===== src/rtl/mlp_load_rx.sv =====
// Load receiver for the MLP engine: assembles 2-element payload beats into
// 16-element input-activation rows and weight rows and tracks load protocol errors.
module mlp_load_rx #(
    parameter int DATA_W = 16,
    parameter int N      = 16
) (
    input  logic                clk,
    input  logic                rst_n,
    input  logic                load_en_i,
    input  logic                load_type_i,
    input  logic [31:0]         load_payload_i,
    input  logic [3:0]          input_load_number,
    input  logic [2:0]          layer_number,
    input  logic [2:0]          weight_number,
    output logic                in_row_valid_o,
    output logic [3:0]          in_row_idx_o,
    output logic [N*DATA_W-1:0] in_row_data_o,
    output logic                wt_row_valid_o,
    output logic [3:0]          wt_row_idx_o,
    output logic [2:0]          wt_layer_o,
    output logic [N*DATA_W-1:0] wt_row_data_o,
    output logic                layer_done_o,
    output logic [2:0]          layer_done_idx_o,
    output logic                proto_err_o,
    output logic [2:0]          err_code_o
);

    localparam int         ROW_W     = N * DATA_W;
    localparam int         BEAT_W    = 2 * DATA_W;
    localparam logic [2:0] LAST_BEAT = 3'(N / 2 - 1);
    localparam logic [3:0] LAST_ROW  = 4'(N - 1);

    typedef enum logic [1:0] {
        IDLE       = 2'd0,
        IN_COLLECT = 2'd1,
        WT_COLLECT = 2'd2
    } state_t;

    state_t             state_r, state_nxt_s;
    logic [2:0]         in_cnt_r;
    logic [3:0]         in_idx_r;
    logic [2:0]         in_layer_r;
    logic [ROW_W-1:0]   in_buf_r, in_next_s;
    logic [2:0]         wt_cnt_r;
    logic [3:0]         wt_idx_r;
    logic [2:0]         wt_layer_r;
    logic [ROW_W-1:0]   wt_buf_r, wt_next_s;
    logic [3:0]         wt_row_cnt_r;
    logic [2:0]         last_layer_r;
    logic               seq_valid_r;
    logic [3:0]         exp_row_s;
    logic               in_wr_s, in_first_s, in_clr_s, in_done_s;
    logic               wt_wr_s, wt_first_s, wt_done_s, layer_end_s;
    logic [2:0]         in_code_s, wt_code_s, err_code_s;
    logic               err_s;

    // Beat decode: classify the current beat as capture, row start or protocol error.
    always_comb begin
        state_nxt_s = state_r;
        in_wr_s     = 1'b0;
        in_first_s  = 1'b0;
        in_clr_s    = 1'b0;
        wt_wr_s     = 1'b0;
        wt_first_s  = 1'b0;
        in_code_s   = 3'd0;
        wt_code_s   = 3'd0;
        in_next_s   = in_buf_r;
        in_next_s[int'(in_cnt_r) * BEAT_W +: BEAT_W] = load_payload_i;
        wt_next_s   = wt_buf_r;
        wt_next_s[int'(weight_number) * BEAT_W +: BEAT_W] = load_payload_i;
        // Row ordering restarts at 0 whenever a different layer begins.
        exp_row_s   = (layer_number != last_layer_r) ? 4'd0 : wt_row_cnt_r;
        if (load_en_i) begin
            if (load_type_i) begin
                state_nxt_s = IN_COLLECT;
                if (in_cnt_r == 3'd0) begin
                    in_wr_s    = 1'b1;
                    in_first_s = 1'b1;
                end else if (input_load_number != in_idx_r) begin
                    in_code_s = 3'd3;
                end else if (layer_number != in_layer_r) begin
                    in_code_s = 3'd4;
                end else begin
                    in_wr_s = 1'b1;
                end
            end else begin
                state_nxt_s = WT_COLLECT;
                if (in_cnt_r != 3'd0) begin
                    in_clr_s  = 1'b1;
                    in_code_s = 3'd1;
                end else begin
                    in_clr_s = 1'b0;
                end
                if (weight_number != wt_cnt_r) begin
                    wt_code_s = 3'd2;
                end else if (weight_number == 3'd0) begin
                    // Ordering is only enforced once a weight row has completed since reset.
                    if (seq_valid_r && (input_load_number != exp_row_s)) begin
                        wt_code_s = 3'd5;
                    end else begin
                        wt_wr_s    = 1'b1;
                        wt_first_s = 1'b1;
                    end
                end else if (input_load_number != wt_idx_r) begin
                    wt_code_s = 3'd3;
                end else if (layer_number != wt_layer_r) begin
                    wt_code_s = 3'd4;
                end else begin
                    wt_wr_s = 1'b1;
                end
            end
        end else begin
            state_nxt_s = state_r;
        end
    end

    assign in_done_s   = in_wr_s && (in_cnt_r == LAST_BEAT);
    assign wt_done_s   = wt_wr_s && (weight_number == LAST_BEAT);
    assign layer_end_s = wt_done_s && (wt_idx_r == LAST_ROW);
    assign err_code_s  = (in_code_s != 3'd0) ? in_code_s : wt_code_s;
    assign err_s       = (err_code_s != 3'd0);

    // State, row buffers, counters, registered outputs and sticky error capture.
    always_ff @(posedge clk) begin
        if (!rst_n) begin
            state_r          <= IDLE;
            in_cnt_r         <= 3'd0;
            in_idx_r         <= 4'd0;
            in_layer_r       <= 3'd0;
            in_buf_r         <= '0;
            wt_cnt_r         <= 3'd0;
            wt_idx_r         <= 4'd0;
            wt_layer_r       <= 3'd0;
            wt_buf_r         <= '0;
            wt_row_cnt_r     <= 4'd0;
            last_layer_r     <= 3'd0;
            seq_valid_r      <= 1'b0;
            in_row_valid_o   <= 1'b0;
            in_row_idx_o     <= 4'd0;
            in_row_data_o    <= '0;
            wt_row_valid_o   <= 1'b0;
            wt_row_idx_o     <= 4'd0;
            wt_layer_o       <= 3'd0;
            wt_row_data_o    <= '0;
            layer_done_o     <= 1'b0;
            layer_done_idx_o <= 3'd0;
            proto_err_o      <= 1'b0;
            err_code_o       <= 3'd0;
        end else begin
            state_r        <= state_nxt_s;
            in_row_valid_o <= in_done_s;
            wt_row_valid_o <= wt_done_s;
            layer_done_o   <= layer_end_s;
            if (in_clr_s) begin
                in_cnt_r <= 3'd0;
            end else if (in_wr_s) begin
                in_cnt_r <= in_done_s ? 3'd0 : in_cnt_r + 3'd1;
            end
            if (in_first_s) begin
                in_idx_r   <= input_load_number;
                in_layer_r <= layer_number;
            end
            if (in_wr_s) begin
                in_buf_r <= in_next_s;
            end
            if (in_done_s) begin
                in_row_data_o <= in_next_s;
                in_row_idx_o  <= in_idx_r;
            end
            if (wt_wr_s) begin
                wt_buf_r <= wt_next_s;
                wt_cnt_r <= wt_cnt_r + 3'd1;
            end
            if (wt_first_s) begin
                wt_idx_r   <= input_load_number;
                wt_layer_r <= layer_number;
            end
            if (wt_done_s) begin
                wt_row_data_o <= wt_next_s;
                wt_row_idx_o  <= wt_idx_r;
                wt_layer_o    <= wt_layer_r;
                last_layer_r  <= wt_layer_r;
                wt_row_cnt_r  <= wt_idx_r + 4'd1;
                seq_valid_r   <= 1'b1;
            end
            if (layer_end_s) begin
                layer_done_idx_o <= wt_layer_r;
            end
            if (err_s && !proto_err_o) begin
                proto_err_o <= 1'b1;
                err_code_o  <= err_code_s;
            end
        end
    end

endmodule


===== config.mk =====
export PLATFORM = sky130hd
export DESIGN_NAME = mlp_load_rx
export DESIGN_NICKNAME = d
export VERILOG_FILES = /design/src/rtl/mlp_load_rx.sv
export SDC_FILE = /design/constraint.sdc
export NUM_CORES = 2
export LEC_CHECK = 0
export ABC_AREA = 1
export ABC_CLOCK_PERIOD_IN_PS = 3300
export CELL_PAD_IN_SITES_DETAIL_PLACEMENT = 0
export CELL_PAD_IN_SITES_GLOBAL_PLACEMENT = 1
export CORE_ASPECT_RATIO = 1.25
export CORE_MARGIN = 2
export CORE_UTILIZATION = 40
export DETAILED_ROUTE_END_ITERATION = 8
export PLACE_DENSITY = 0.77
export SLEW_MARGIN = 10
export SYNTH_ARGS = -nofsm -noshare
export SYNTH_HDL_FRONTEND = slang
export SYNTH_SLANG_ARGS = --single-unit
export TNS_END_PERCENT = 50

===== constraint.sdc =====
create_clock -name clk -period 3.3 [get_ports clk]
set_input_delay 0.66 -clock clk [delete_from_list [all_inputs] [get_ports clk]]
set_output_delay 0.66 -clock clk [all_outputs]
set_load 0.02 [all_outputs]

; ---- Word level (Yosys, flattened, before mapping)
; Index checks and enable logic that the tools add are counted.
[totals]
ramBits = 0
memories = 0
ff_bits = 1070
input_bits = 46
out_inout_bits = 533
latch_bits = 0
rom_bits = 0
[op_classes]
n_shift = 4
bitwise = 1
n_reduce_logical = 12
n_eq_ne = 10
n_addsub = 5
n_mux = 40
magnitude_cmp = 0
multipliers = 0
div = 0
[ops]
columns = operator, n
row1 = $bwmux 256, 2
row2 = $shift 32x33->256 const A, 2
row3 = $shiftx 32x33->256, 2
row4 = $neg 8->33, 2
row5 = $mux 3, 14
row6 = $mux 1, 23
row7 = $ne 3x3->1, 4
row8 = $ne 4x4->1, 3
row9 = $reduce_bool 3->1, 3
row10 = $add 3x1->3 const B, 2
row11 = $eq 3x3->1 const B, 2
row12 = $logic_not 3->1, 2
row13 = $logic_and 1x1->1, 5
row14 = $add 4x1->4 const B, 1
row15 = $eq 4x4->1 const B, 1
row16 = $mux 4, 1
row17 = $reduce_or 2->1, 1
row18 = $logic_not 1->1, 1
row19 = $not 1->1, 1

; ---- Longest topological paths before layout
[logic_depth]
depth_word = 12
depth_mapped = 19
ltp_nobuf = 17

; ---- Worst setup path before layout
; No wires, ideal clock.
[synth_path]
path_kind = input to register
start = in weight_number[0]
end = reg wt_buf_r[167]
arrival_time_ns = 2.501
cell_stages = 11
slack_ns = 0.666
required_ns = 3.167
path_cell_list = buf_2 > inv_1 > ha_1 > ha_1 > nor2_1 > nand2_1 > nor2_1 > clkbuf_1 > nand2_1 > o21ai_0 > a21oi_1
[synth_via]
elab_chain_len = 5
[synth_lines]
columns = element, line_no
row1 = from (decl), 14  ; input logic [2:0] weight_number,
row2 = branches (longest 5 deep; another with $neg 8->33), n/a
row3 = to (signal assigned), 171  ; wt_buf_r <= wt_next_s;
row4 = to (decl), 47  ; logic [ROW_W-1:0] wt_buf_r, wt_next_s;
; Parallel ways; which one is timed is not known.
; A chain may end at the register's enable or synchronous reset.

; ---- Worst setup path after layout
[layout_path]
start = reg in_cnt_r[0]
end = reg in_buf_r[29]
[layout_via]
elab_chain_len = 4
[layout_lines]
columns = element, line_no
row1 = from (decl), 40  ; logic [2:0] in_cnt_r;
row2 = from (signal assigned), 157  ; in_cnt_r <= in_done_s ? 3'd0 : in_cnt_r + 3'd1;
row3 = branches (longest 4 deep; another with $neg 8->33), n/a
row4 = to (signal assigned), 164  ; in_buf_r <= in_next_s;
row5 = to (decl), 43  ; logic [ROW_W-1:0] in_buf_r, in_next_s;
; Parallel ways; which one is timed is not known.

==> out/qor.yml <==
antenna_found_initial: 18
die_area_sq_um: 107200
peakVddDrop_uv: 433.4
pwr-share-seq_pct: 44.2
die_h_um: 365.5
clk_path_buf_depth: 3
overflow: 0
seq_area_frac_synth_pct: 51.23
final_cell_area_sq_um: 53570
io_pins: 579
yosysTopAreaCell: "dfxtp_1"
period_needed_ns: 2.836
fmax_mhz: 352.6
crit_type: "reg2reg"
p_clk_share_pct: 44.1
worst_setup_path_start_kind: "flop"
cp-end-kind: "flop"
crit_slowest_cell: "o21ai_0"
dp.cells: 7169
dr.pass1.iters: 6
drtAntennaViolNets: 0
area_growth_pct: 28.12
cts_buffers: 110
grt_pass1_wl_um: 231900
cts_hold_buf: 0
synth-seq-cells: 1070
dieWidth_um: 293.2
max_stage_delay_ns: 0.45
p_sw_w: 0.008153
synth_common_cells: "dfxtp_1 (1070), o21ai_0 (1038), nand2_1 (1021)"
post_cts_buffers: 0
path_clk_slew_ns: 0.07
power_w: 0.03062
switching_share_pct: 26.63
numClockSinks: 1070
p_comb_share_pct: 11.7
critPathArrivalTime_ns: 3.39
cts_root_buf: "clkbuf_16"
coreArea_sq_um: 103700
cp_max_fo: 39
drc: 0
nets: 5996
drv_cap: 0
cts_resized: 0
hold_viol: 0
grt_use_total_pct: 28.45
fin_skew_ns: 0.01621
synth_most_common_cell: "dfxtp_1"
async_flop_share_pct: 0
yosysUniqueCellTypes: 38
synth_fp_nets: 5583
place_area_sq_um: 49660
synthFlopType: "dfxtp_1"
final_core_util_pct: 51.65
syn_area_sq_um: 41810
synth_warnings: 0
fin_cells: 7379
cts_max_level: 3
finalSetupViolCount: 0
synth-edff-count: 0
netlist.area_leader.share_pct: 51.23
initialDrtViolationCount: 4087
pwr_density_cell_nw_per_um2: 571.5
required_ns: 3.86
cts_tree: "done"
layout_setup_ws_ns: 0.4637
initial_utilization_pct: 40.31
wl_per_cell_um: 21.51
dp_hpwl_um: 107900
grt_setup_unrepaired: "no"
portBuffers: 578
viasPerCell: 5.417
internal-power_w: 0.02246
status: "completed"
wirelength_um: 158700
fp-row-count: 132
synth_area_leaders: "dfxtp_1 (51%), o21ai_0 (12%), nand2_1 (9.2%), a21oi_1 (8.1%), nand3_1 (4.1%)"
hp-class: "reg2reg"
pre_cts_slack_ns: -0.01565
avgSynthCellArea_sq_um: 7.564
grt_max_degree: 149
maxSlewViolCount: 0
drive_gt1_share_pct: 6.978
path_cells: "inv_1, ha_1, ha_1, inv_1, nor3_1, nand3_2, buf_4, o21ai_0, nand2_1, nand2_1, a21oi_1"
min_period_over_period_pct: 85.95
leakagePower_nw: 20.16
synthCells: 5528
first_global_vias: 35680
worst_pin_slew_ns: 0.9851
worst_skew_pair.late_latency_ns: 0.69
place.gp.congestion: 0.8620
dr_total_vias: 39970
slew_headroom_pct: 34.25
-- critical path: cells and delay by family, from the launching register on --
family                   cells  cell delay (ns)
adder cells (fa/ha/maj)      2             0.60
AND/OR/NAND/NOR              4             0.61
AO/OA/AOI/OAI                2             0.50
flip-flops                   1             0.31
buffers and inverters        3             0.68
-- path summary, 6_finish.rpt --
| kind | start | endpoint | depth (start not counted) | slack, ns |
|---|---|---|---|---|
| setup / recovery | in_cnt_r[0]$_SDFFE_PP0P_ | in_buf_r[29]$_SDFFE_PN0P_ | 11 | 0.46 |
| setup reg to reg | in_cnt_r[0]$_SDFFE_PP0P_ | in_buf_r[29]$_SDFFE_PN0P_ | 11 | 0.46 |
| hold reg to reg | in_buf_r[24]$_SDFFE_PN0P_ | in_buf_r[24]$_SDFFE_PN0P_ | 2 | 0.45 |
| hold / removal | in_buf_r[24]$_SDFFE_PN0P_ | in_buf_r[24]$_SDFFE_PN0P_ | 2 | 0.45 |
-- cells by family (layout without fill, tap and decap cells) --
group | Yosys count | after routing | synth area share [%]
buffers and inverters | 698 | 1203 | 6.589
DFF | 1070 | 1070 | 51.23
adders and majority gates | 9 | 9 | 0.2693
AOI/OAI and AO/OA | 1920 | 1920 | 24.01
other | 0 | 6 | 0
and+or+nand+nor | 1813 | 1813 | 17.51
xor gates and xnor gates | 18 | 18 | 0.3950
-- cells in the final DEF, fill, tap and decap left out, drive strengths merged, types with 6 or more instances in the layout --
cell type / Yosys / layout
a21oi: 678 / 678
dfxtp: 1070 / 1070
xor2: 7 / 7
inv: 237 / 238
nand3: 343 / 343
xnor2: 11 / 11
o221a: 15 / 15
ha: 9 / 9
nand2: 1024 / 1024
nand4: 8 / 8
o21ai: 1132 / 1132
buf: 86 / 183
o21a: 47 / 47
o211ai: 15 / 15
diode: 0 / 6
nor2: 429 / 429
o211a: 26 / 26
clkbuf: 372 / 159
bufinv: 0 / 17
clkdlybuf4s50: 0 / 576
clkinv: 3 / 27
-- routing by layer --
layer	GRT usage [%]	wire [um]	vias up	share of wire [%]
met3	4.368	12350	198	7.8
met2	45.43	72690	1459	46
li1	-	-	19390	-
met1	39.53	69270	18920	44
met4	8.864	4383	2	2.8
met5	0	13	-	0.0082
-- through the flow --
step                hold WS (ns)  TNS (ns)
floorplan                 0.4245         0
global placement          0.4330         0
detailed placement        0.4381  -0.06163
CTS                       0.4475         0
global route              0.4630         0
finish                    0.4457         0
-- power groups by stage --
stage / Combinational, W / Clock, W / Sequential [W]
final: 0.00358 / 0.0135 / 0.0135
after CTS: 0.00357 / 0.0137 / 0.0135
after floorplan: 0.00220 / 0 / 0.0138
after global placement: 0.00351 / 0 / 0.0138
after detailed placement: 0.00355 / 0 / 0.0138
after global routing: 0.00396 / 0.0142 / 0.0136
-- flip-flops by register name, indices dropped and copies added, names as in the netlist, 3 cells and up --
register and count:
wt_row_data_o 256, wt_row_idx_o 4, in_row_idx_o 4, wt_idx_r 4, wt_row_cnt_r 4, layer_done_idx_o 3
in_row_data_o 256, err_code_o 3, in_cnt_r 3, wt_buf_r 256, last_layer_r 3, in_idx_r 4
in_layer_r 3, in_buf_r 256, wt_cnt_r 3, wt_layer_r 3
-- cell type report --
type / instances / area, sq um
diodes: 6 / 15.01
clock buffers: 159 / 3222
clock inverters: 45 / 676.9
fillers: 10050 / 50150
inverters: 240 / 929.6
multi-input cells: 3760 / 17740
flip-flops and latches: 1070 / 21420
well taps: 1340 / 1677
repair buffers: 759 / 7895
No activity file was read; power rests on OpenSTA's default activity.
